## config.mk

```make
export PLATFORM = sky130hd
export DESIGN_NAME = rom_dl_sched
export DESIGN_NICKNAME = d
export VERILOG_FILES = /design/src/rtl/mcr3_dl_pkg.sv /design/src/rtl/rom_dl_decode.sv /design/src/rtl/rom_dl_sched.sv
export SDC_FILE = /design/constraint.sdc
export NUM_CORES = 1
export LEC_CHECK = 0
export ABC_AREA = 1
export BUFFER_PORTS_ARGS = -buffer_cell sky130_fd_sc_hd__buf_2
export CORE_ASPECT_RATIO = 0.5
export CORE_MARGIN = 4
export CORE_UTILIZATION = 45
export CTS_CLUSTER_DIAMETER = 60
export DETAILED_ROUTE_END_ITERATION = 8
export PLACE_DENSITY = 0.79
export SYNTH_ARGS = -nofsm -noshare
export SYNTH_HDL_FRONTEND = slang
export SYNTH_SLANG_ARGS = --single-unit
```

## constraint.sdc

```tcl
create_clock -name clk_sys -period 4.4 [get_ports clk_sys]
set_input_delay 0.22 -clock clk_sys [delete_from_list [all_inputs] [get_ports clk_sys]]
set_output_delay 0.22 -clock clk_sys [all_outputs]
set_load 0.005 [all_outputs]
```

## src/rtl/mcr3_dl_pkg.sv

```systemverilog
// Shared types and default ROM region bounds for the MCR3 ROM download scheduler.
package mcr3_dl_pkg;

   typedef enum logic [2:0] {RG_MAIN, RG_SND, RG_SP, RG_BG, RG_NONE} region_t;
   typedef enum logic [1:0] {SYNC, IDLE, ISSUE, WAIT_ACK} state_t;

   localparam logic [24:0] DEF_MAIN_END = 25'h0E000;
   localparam logic [24:0] DEF_SND_END  = 25'h12000;
   localparam logic [24:0] DEF_SP_END   = 25'h32000;
   localparam logic [24:0] DEF_BG_END   = 25'h3A000;
   localparam int          DEF_RST_W    = 16;

   function automatic logic is_sdram(input region_t rg);
      return (rg == RG_SND) || (rg == RG_SP);
   endfunction

endpackage

```

## src/rtl/rom_dl_decode.sv

```systemverilog
// Maps a download byte address to its ROM region and the offset inside that region.
module rom_dl_decode
   import mcr3_dl_pkg::*;
#(
   parameter logic [24:0] MAIN_END = DEF_MAIN_END,
   parameter logic [24:0] SND_END  = DEF_SND_END,
   parameter logic [24:0] SP_END   = DEF_SP_END,
   parameter logic [24:0] BG_END   = DEF_BG_END
) (
   input  logic [24:0] addr,
   output region_t     region,
   output logic [24:0] offset
);

   always_comb begin
      region = RG_NONE;
      offset = '0;
      if (addr < MAIN_END) begin
         region = RG_MAIN;
         offset = addr;
      end else if (addr < SND_END) begin
         region = RG_SND;
         offset = addr - MAIN_END;
      end else if (addr < SP_END) begin
         region = RG_SP;
         offset = addr - SND_END;
      end else if (addr < BG_END) begin
         region = RG_BG;
         offset = addr - SP_END;
      end
   end

endmodule

```

## src/rtl/rom_dl_sched.sv

```systemverilog
// Sequences the index-0 HPS ROM download into BRAM, SDRAM port1/port2 and the BG dl_* bus.
// Optional feature: define ROM_CKSUM_EN to add the cksum output (sum of accepted bytes).
module rom_dl_sched
   import mcr3_dl_pkg::*;
#(
   parameter logic [24:0] MAIN_END = DEF_MAIN_END,
   parameter logic [24:0] SND_END  = DEF_SND_END,
   parameter logic [24:0] SP_END   = DEF_SP_END,
   parameter logic [24:0] BG_END   = DEF_BG_END,
   parameter int          RST_W    = DEF_RST_W
) (
   input  logic        clk_sys,
   input  logic        reset,
   input  logic        ioctl_download,
   input  logic [7:0]  ioctl_index,
   input  logic        ioctl_wr,
   input  logic [24:0] ioctl_addr,
   input  logic [7:0]  ioctl_dout,
   output logic        ioctl_wait,
   output logic        cpu_we,
   output logic [15:0] cpu_addr,
   output logic [7:0]  cpu_d,
   output logic        port1_req,
   input  logic        port1_ack,
   output logic        port2_req,
   input  logic        port2_ack,
   output logic [24:0] sd_addr,
   output logic [7:0]  sd_d,
   output logic        dl_wr,
   output logic [24:0] dl_addr,
   output logic [7:0]  dl_data,
   output logic        rom_loaded,
   output logic        core_reset,
   output logic        ovf_err
`ifdef ROM_CKSUM_EN
   ,
   output logic [15:0] cksum
`endif
);

   state_t           state, state_n;
   region_t          in_rg, pd_rg, cur_rg, lat_rg;
   logic [24:0]      in_off, pd_off, cur_off, lat_off, pend_addr;
   logic [7:0]       cur_d, lat_d, pend_d;
   logic             pend_vld, act_p2, dl_q, done_pend;
   logic [RST_W-1:0] cnt;
   logic             dl_act, wr_qual, ack_ok, take_in, take_pend;
   logic             pend_load, pend_ovf, dl_track, dl_rise, dl_fall, drained;

   assign dl_act  = ioctl_download & (ioctl_index == 8'd0);
   assign wr_qual = ioctl_wr & dl_act;

   rom_dl_decode #(.MAIN_END(MAIN_END), .SND_END(SND_END), .SP_END(SP_END), .BG_END(BG_END))
      u_dec_in (.addr(ioctl_addr), .region(in_rg), .offset(in_off));

   rom_dl_decode #(.MAIN_END(MAIN_END), .SND_END(SND_END), .SP_END(SP_END), .BG_END(BG_END))
      u_dec_pend (.addr(pend_addr), .region(pd_rg), .offset(pd_off));

   assign ack_ok = act_p2 ? (port2_ack == port2_req) : (port1_ack == port1_req);

   always_comb begin
      state_n   = state;
      take_in   = 1'b0;
      take_pend = 1'b0;
      case (state)
         SYNC:     state_n = IDLE;
         IDLE: begin
            if (pend_vld) begin
               take_pend = 1'b1;
               state_n   = ISSUE;
            end else if (wr_qual) begin
               take_in = 1'b1;
               state_n = ISSUE;
            end
         end
         ISSUE:    state_n = is_sdram(cur_rg) ? WAIT_ACK : IDLE;
         WAIT_ACK: if (ack_ok) state_n = IDLE;
         default:  state_n = SYNC;
      endcase
   end

   // A pending slot freed by promotion this cycle can take the incoming write at once.
   assign pend_load = wr_qual & ~take_in & (~pend_vld | take_pend);
   assign pend_ovf  = wr_qual & ~take_in & pend_vld & ~take_pend;
   assign lat_rg    = take_pend ? pd_rg  : in_rg;
   assign lat_off   = take_pend ? pd_off : in_off;
   assign lat_d     = take_pend ? pend_d : ioctl_dout;

   // Download-edge tracking is frozen while an SDRAM ack is outstanding.
   assign dl_track = (state != WAIT_ACK);
   assign dl_rise  = dl_track & dl_act & ~dl_q;
   assign dl_fall  = dl_track & ~dl_act & dl_q;
   assign drained  = (state == IDLE) & ~pend_vld;

   always_ff @(posedge clk_sys or posedge reset) begin
      if (reset) state <= SYNC;
      else       state <= state_n;
   end

   always_ff @(posedge clk_sys or posedge reset) begin
      if (reset) begin
         cur_rg     <= RG_NONE;
         pend_vld   <= 1'b0;
         act_p2     <= 1'b0;
         port1_req  <= 1'b0;
         port2_req  <= 1'b0;
         ioctl_wait <= 1'b0;
         cpu_we     <= 1'b0;
         cpu_addr   <= '0;
         cpu_d      <= '0;
         sd_addr    <= '0;
         sd_d       <= '0;
         dl_wr      <= 1'b0;
         dl_addr    <= '0;
         dl_data    <= '0;
         rom_loaded <= 1'b0;
         done_pend  <= 1'b0;
         dl_q       <= 1'b0;
         ovf_err    <= 1'b0;
         cnt        <= '1;
      end else begin
         cpu_we <= 1'b0;
         dl_wr  <= 1'b0;
         if (state == SYNC) begin
            port1_req <= port1_ack;
            port2_req <= port2_ack;
         end
         if (take_in | take_pend) begin
            cur_rg     <= lat_rg;
            act_p2     <= (lat_rg == RG_SP);
            ioctl_wait <= is_sdram(lat_rg);
         end
         if (pend_load)      pend_vld <= 1'b1;
         else if (take_pend) pend_vld <= 1'b0;
         if (pend_ovf) ovf_err <= 1'b1;
         if (state == ISSUE) begin
            case (cur_rg)
               RG_MAIN: begin
                  cpu_we   <= 1'b1;
                  cpu_addr <= cur_off[15:0];
                  cpu_d    <= cur_d;
               end
               RG_SND: begin
                  port1_req <= ~port1_req;
                  sd_addr   <= cur_off;
                  sd_d      <= cur_d;
               end
               RG_SP: begin
                  port2_req <= ~port2_req;
                  sd_addr   <= cur_off;
                  sd_d      <= cur_d;
               end
               RG_BG: begin
                  dl_wr   <= 1'b1;
                  dl_addr <= cur_off;
                  dl_data <= cur_d;
               end
               default: ;
            endcase
         end
         if ((state == WAIT_ACK) && ack_ok) ioctl_wait <= 1'b0;
         if (dl_track) dl_q <= dl_act;
         if (dl_rise) begin
            rom_loaded <= 1'b0;
            done_pend  <= 1'b0;
         end else if (dl_fall | done_pend) begin
            rom_loaded <= rom_loaded | drained;
            done_pend  <= ~drained;
         end
         // Counter reaching 1 produces the single post-load reset pulse.
         if (!rom_loaded)    cnt <= '1;
         else if (cnt != '0) cnt <= cnt - {{(RST_W-1){1'b0}}, 1'b1};
      end
   end

   always_ff @(posedge clk_sys) begin
      if (take_in | take_pend) begin
         cur_off <= lat_off;
         cur_d   <= lat_d;
      end
      if (pend_load) begin
         pend_addr <= ioctl_addr;
         pend_d    <= ioctl_dout;
      end
   end

`ifdef ROM_CKSUM_EN
   always_ff @(posedge clk_sys or posedge reset) begin
      if (reset)                                 cksum <= '0;
      else if (dl_rise)                          cksum <= '0;
      else if ((state == ISSUE) && (cur_rg != RG_NONE)) cksum <= cksum + {8'd0, cur_d};
   end
`endif

   assign core_reset = reset | dl_act | ~rom_loaded | (cnt == {{(RST_W-1){1'b0}}, 1'b1});

endmodule
```

==> results.cfg <==
[setup_path]
crit_arrival_ns = 2.80
cp_cell_sequence = inv_1, ha_1, nand2_2, nand2_2, o21ai_0, inv_1, nand2_1, inv_1
critPathCaptureType = register
reg2reg_from = state[1]
critPathSlowestCell = nand2_2
timing.critical_path.to = ioctl_wait
crit_fanout = 43
r2r_slack_ns = 1.91
start_kind = register
crit_start = state[1]
reg2reg_to = ioctl_wait
r2r_cells = 8
criticalPathCategory = reg -> reg
cpPeakStageDelay_ns = 0.65
crit_path_frequent_cell = inv_1
cp.required_ns = 4.71

[pwr]
p_sw_share_pct = 25.6
ir_worst_vdd_mv = 0.278
p_per_area_mw_per_mm2 = 405
power_frac_clock_pct = 36.2
p_comb_share_pct = 11.8
total_power_uw = 3980
p_switching_uw = 1020
p_int_uw = 2960
p_leak_uw = 0.00486
p_seq_share_pct = 52.0

[global_routing]
grt_pass1_wl_mm = 30.0
antenna_found_initial = 1
grt_use_total_pct = 18.6
grt_max_degree = 89
grt.overflow.total = 0
grt_pass1_vias = 6039

[yosys]
synth_simple_gate_area_share_pct = 18.0
synthMuxAreaShare_pct = 1.53
synthAdderAreaFrac_pct = 1.69
synth_compound_area_share_pct = 10.2
synthCells = 801
syn_area_per_cell_um2 = 10.1
synth_area_mm2 = 0.00812
yosys_warnings = 0
ys_types = 47
synth_top_family_by_area = simple AND/OR/NAND/NOR gates
synthXorXnorAreaFrac_pct = 0.647
synth_seq_cells = 188
synth_seq_area_share_pct = 62.3

[place]
dpl.hpwl_mm = 13.4
gp_congestion = 0.886
numPortBuffers = 144

[timing]
finalCritPeriodShare_pct = 56.5
slew_headroom_pct = 24.5
skew_ns = 0.00918
finalSetupViolCount = 0
slew_violations = 0
rsz0062_at_grt = false
clock.fmax_mhz = 402
period_minus_slack_ns = 2.49
tns_ns = 0
hold_violations = 0
worst_pin_slew_ns = 1.13

[detailed_routing]
viasPerCell = 5.09
antenna_left = 0
route.vias.total = 6189
detail_route.iter0.violations = 398
drc_errors = 0
drt_first_pass_iters = 5
routed_wl_mm = 18.9
post_drt_wl_per_cell_um = 15.6

[die]
die-area_mm2 = 0.0204
chipHeight_um = 103
core_area_mm2 = 0.0175
rows = 34
initial_core_util_pct = 46.3
die_w_um = 198
ioPinCount = 145

[clocking]
clk_pin_slew_ns = 0.07
cts_made_buffers = 17
cts_tree = done
postCtsResizedCells = 0
ctsHtreeMaxLevel = 4
cts_root_buf = clkbuf_16
clk_latency_ns = 0.42
cts_buffer_depth = 2
cts_setup_buffers = 0
clock-sinks = 188

[final_layout]
final_cell_mix = nand2_1, buf_2, dfrtp_1
layout-drive-gt1-share_pct = 24.8
syn2layout_area_growth_pct = 21.1
final_common_cell = nand2_1
layout.nets = 1026

[run_status]
status = complete, no violations

[job]
drv_cap = 0

[min_path]
hp-class = in -> reg
==> per-layer routing <==
layer / share of wire [%] / global-route usage [%] / vias up
li1: - / - / 2992
met1: 43 / 23.1 / 2987
met2: 51 / 32.9 / 174
met3: 3.9 / 3.92 / 36
met4: 2.3 / 6.56 / 0
met5: 0 / 0 / -
==> power by group through the flow <==
stage | combinational, µW | clock (µW) | sequential, µW
detailed placement | 445 | 0 | 2100
finish | 469 | 1440 | 2070
global placement | 425 | 0 | 2090
global route | 535 | 1550 | 2090
CTS | 472 | 1460 | 2070
floorplan | 312 | 0 | 2080
==> cells in the mapped netlist (all sizes together) <==
| cell type | instances | share of area (%) |
|---|---|---|
| nand3 | 24 | 1.5 |
| o22ai | 1 | 0.077 |
| mux2 | 11 | 1.5 |
| nand2 | 196 | 9.5 |
| nand3b | 3 | 0.28 |
| a31o | 1 | 0.11 |
| clkbuf | 7 | 0.32 |
| a21o | 1 | 0.092 |
| inv | 83 | 3.9 |
| a31oi | 2 | 0.15 |
| o311ai | 1 | 0.11 |
| xor2 | 3 | 0.32 |
| xnor2 | 3 | 0.32 |
| conb | 1 | 0.046 |
| a22o | 13 | 1.4 |
| nand4 | 12 | 0.92 |
| dfstp | 17 | 5.5 |
| o31ai | 3 | 0.34 |
| clkinv | 1 | 0.046 |
| ha | 11 | 1.7 |
| edfxtp | 66 | 24 |
| dfrtp | 105 | 32 |
| nor2 | 89 | 4.9 |
| buf | 17 | 1.4 |
| nor3 | 6 | 0.57 |
| and3 | 1 | 0.077 |
| a211oi | 2 | 0.18 |
| nor3b | 1 | 0.092 |
| or2 | 1 | 0.077 |
| a21oi | 32 | 2.1 |
| o21bai | 2 | 0.18 |
| o21ai | 75 | 4.6 |
| nor4 | 1 | 0.15 |
| o211ai | 9 | 0.83 |
==> worst min path at each step <==
| stage | startpoint | endpoint | cells past startpoint |
|---|---|---|---|
| after floorplan | ioctl_addr[0] | pend_addr[0] | 0 |
| after global placement | ioctl_dout[1] | pend_d[1] | 1 |
| after detailed placement | ioctl_addr[12] | pend_addr[12] | 1 |
| after CTS | ioctl_dout[5] | pend_d[5] | 1 |
| after global routing | ioctl_addr[10] | pend_addr[10] | 1 |
| final | ioctl_addr[10] | pend_addr[10] | 1 |
==> registers in the layout, summed over array words and instances, names as in the netlist, 8 cells and up <==
name       cells
cur_off       25
dl_addr       25
pend_addr     25
sd_addr       25
cnt           16
cpu_addr      16
cpu_d          8
cur_d          8
dl_data        8
pend_d         8
sd_d           8
==> cell families after synthesis <==
logic type	count (synthesis)
other	1
buffers and inverters	108
and+or+nand+nor	334
DFF	188
AOI/OAI and AO/OA	142
adders and majority gates	11
xor gates and xnor gates	6
muxes	11
==> metrics by stage <==
stage               instances  instance area [µm²]  setup WS (ns)  hold slack, ns  util [%]
global route             1216                 9840           1.68        0.000149      56.1
detailed placement       1159                 9040           1.93           0.416      51.6
global placement         1159                 9040           2.06           0.416      51.6
floorplan                 804                 8130          0.966           0.319         -
finish                   1216                 9840           1.91          0.0132      56.1
CTS                      1214                 9820           1.88        0.000900      56.0
==> timing repair <==
item	4_1_cts	5_1_grt
hold buffers	23	1
hold endpoints to repair	23	1
endpoints found under the setup margin	0	0
==> area by class of cell <==
cell class	count	area (µm²)
timing repair buffer	169	968
antenna	1	2.50
inverter	84	320
clock buffer	22	464
clock inverter	10	91.3
multi-input combinational	508	2640
tap	234	293
sequential	188	5060
fill	1475	7690
==> worst max-delay path, delay by kind of cell, from the launching register on <==
kind            cells  cell delay [ns]
buf+inv             3             0.22
simple gates        3             1.05
flops               1             0.41
fa+ha+maj           1             0.25
compound gates      1             0.43
Note: power is estimated with default switching activity, not from simulation.
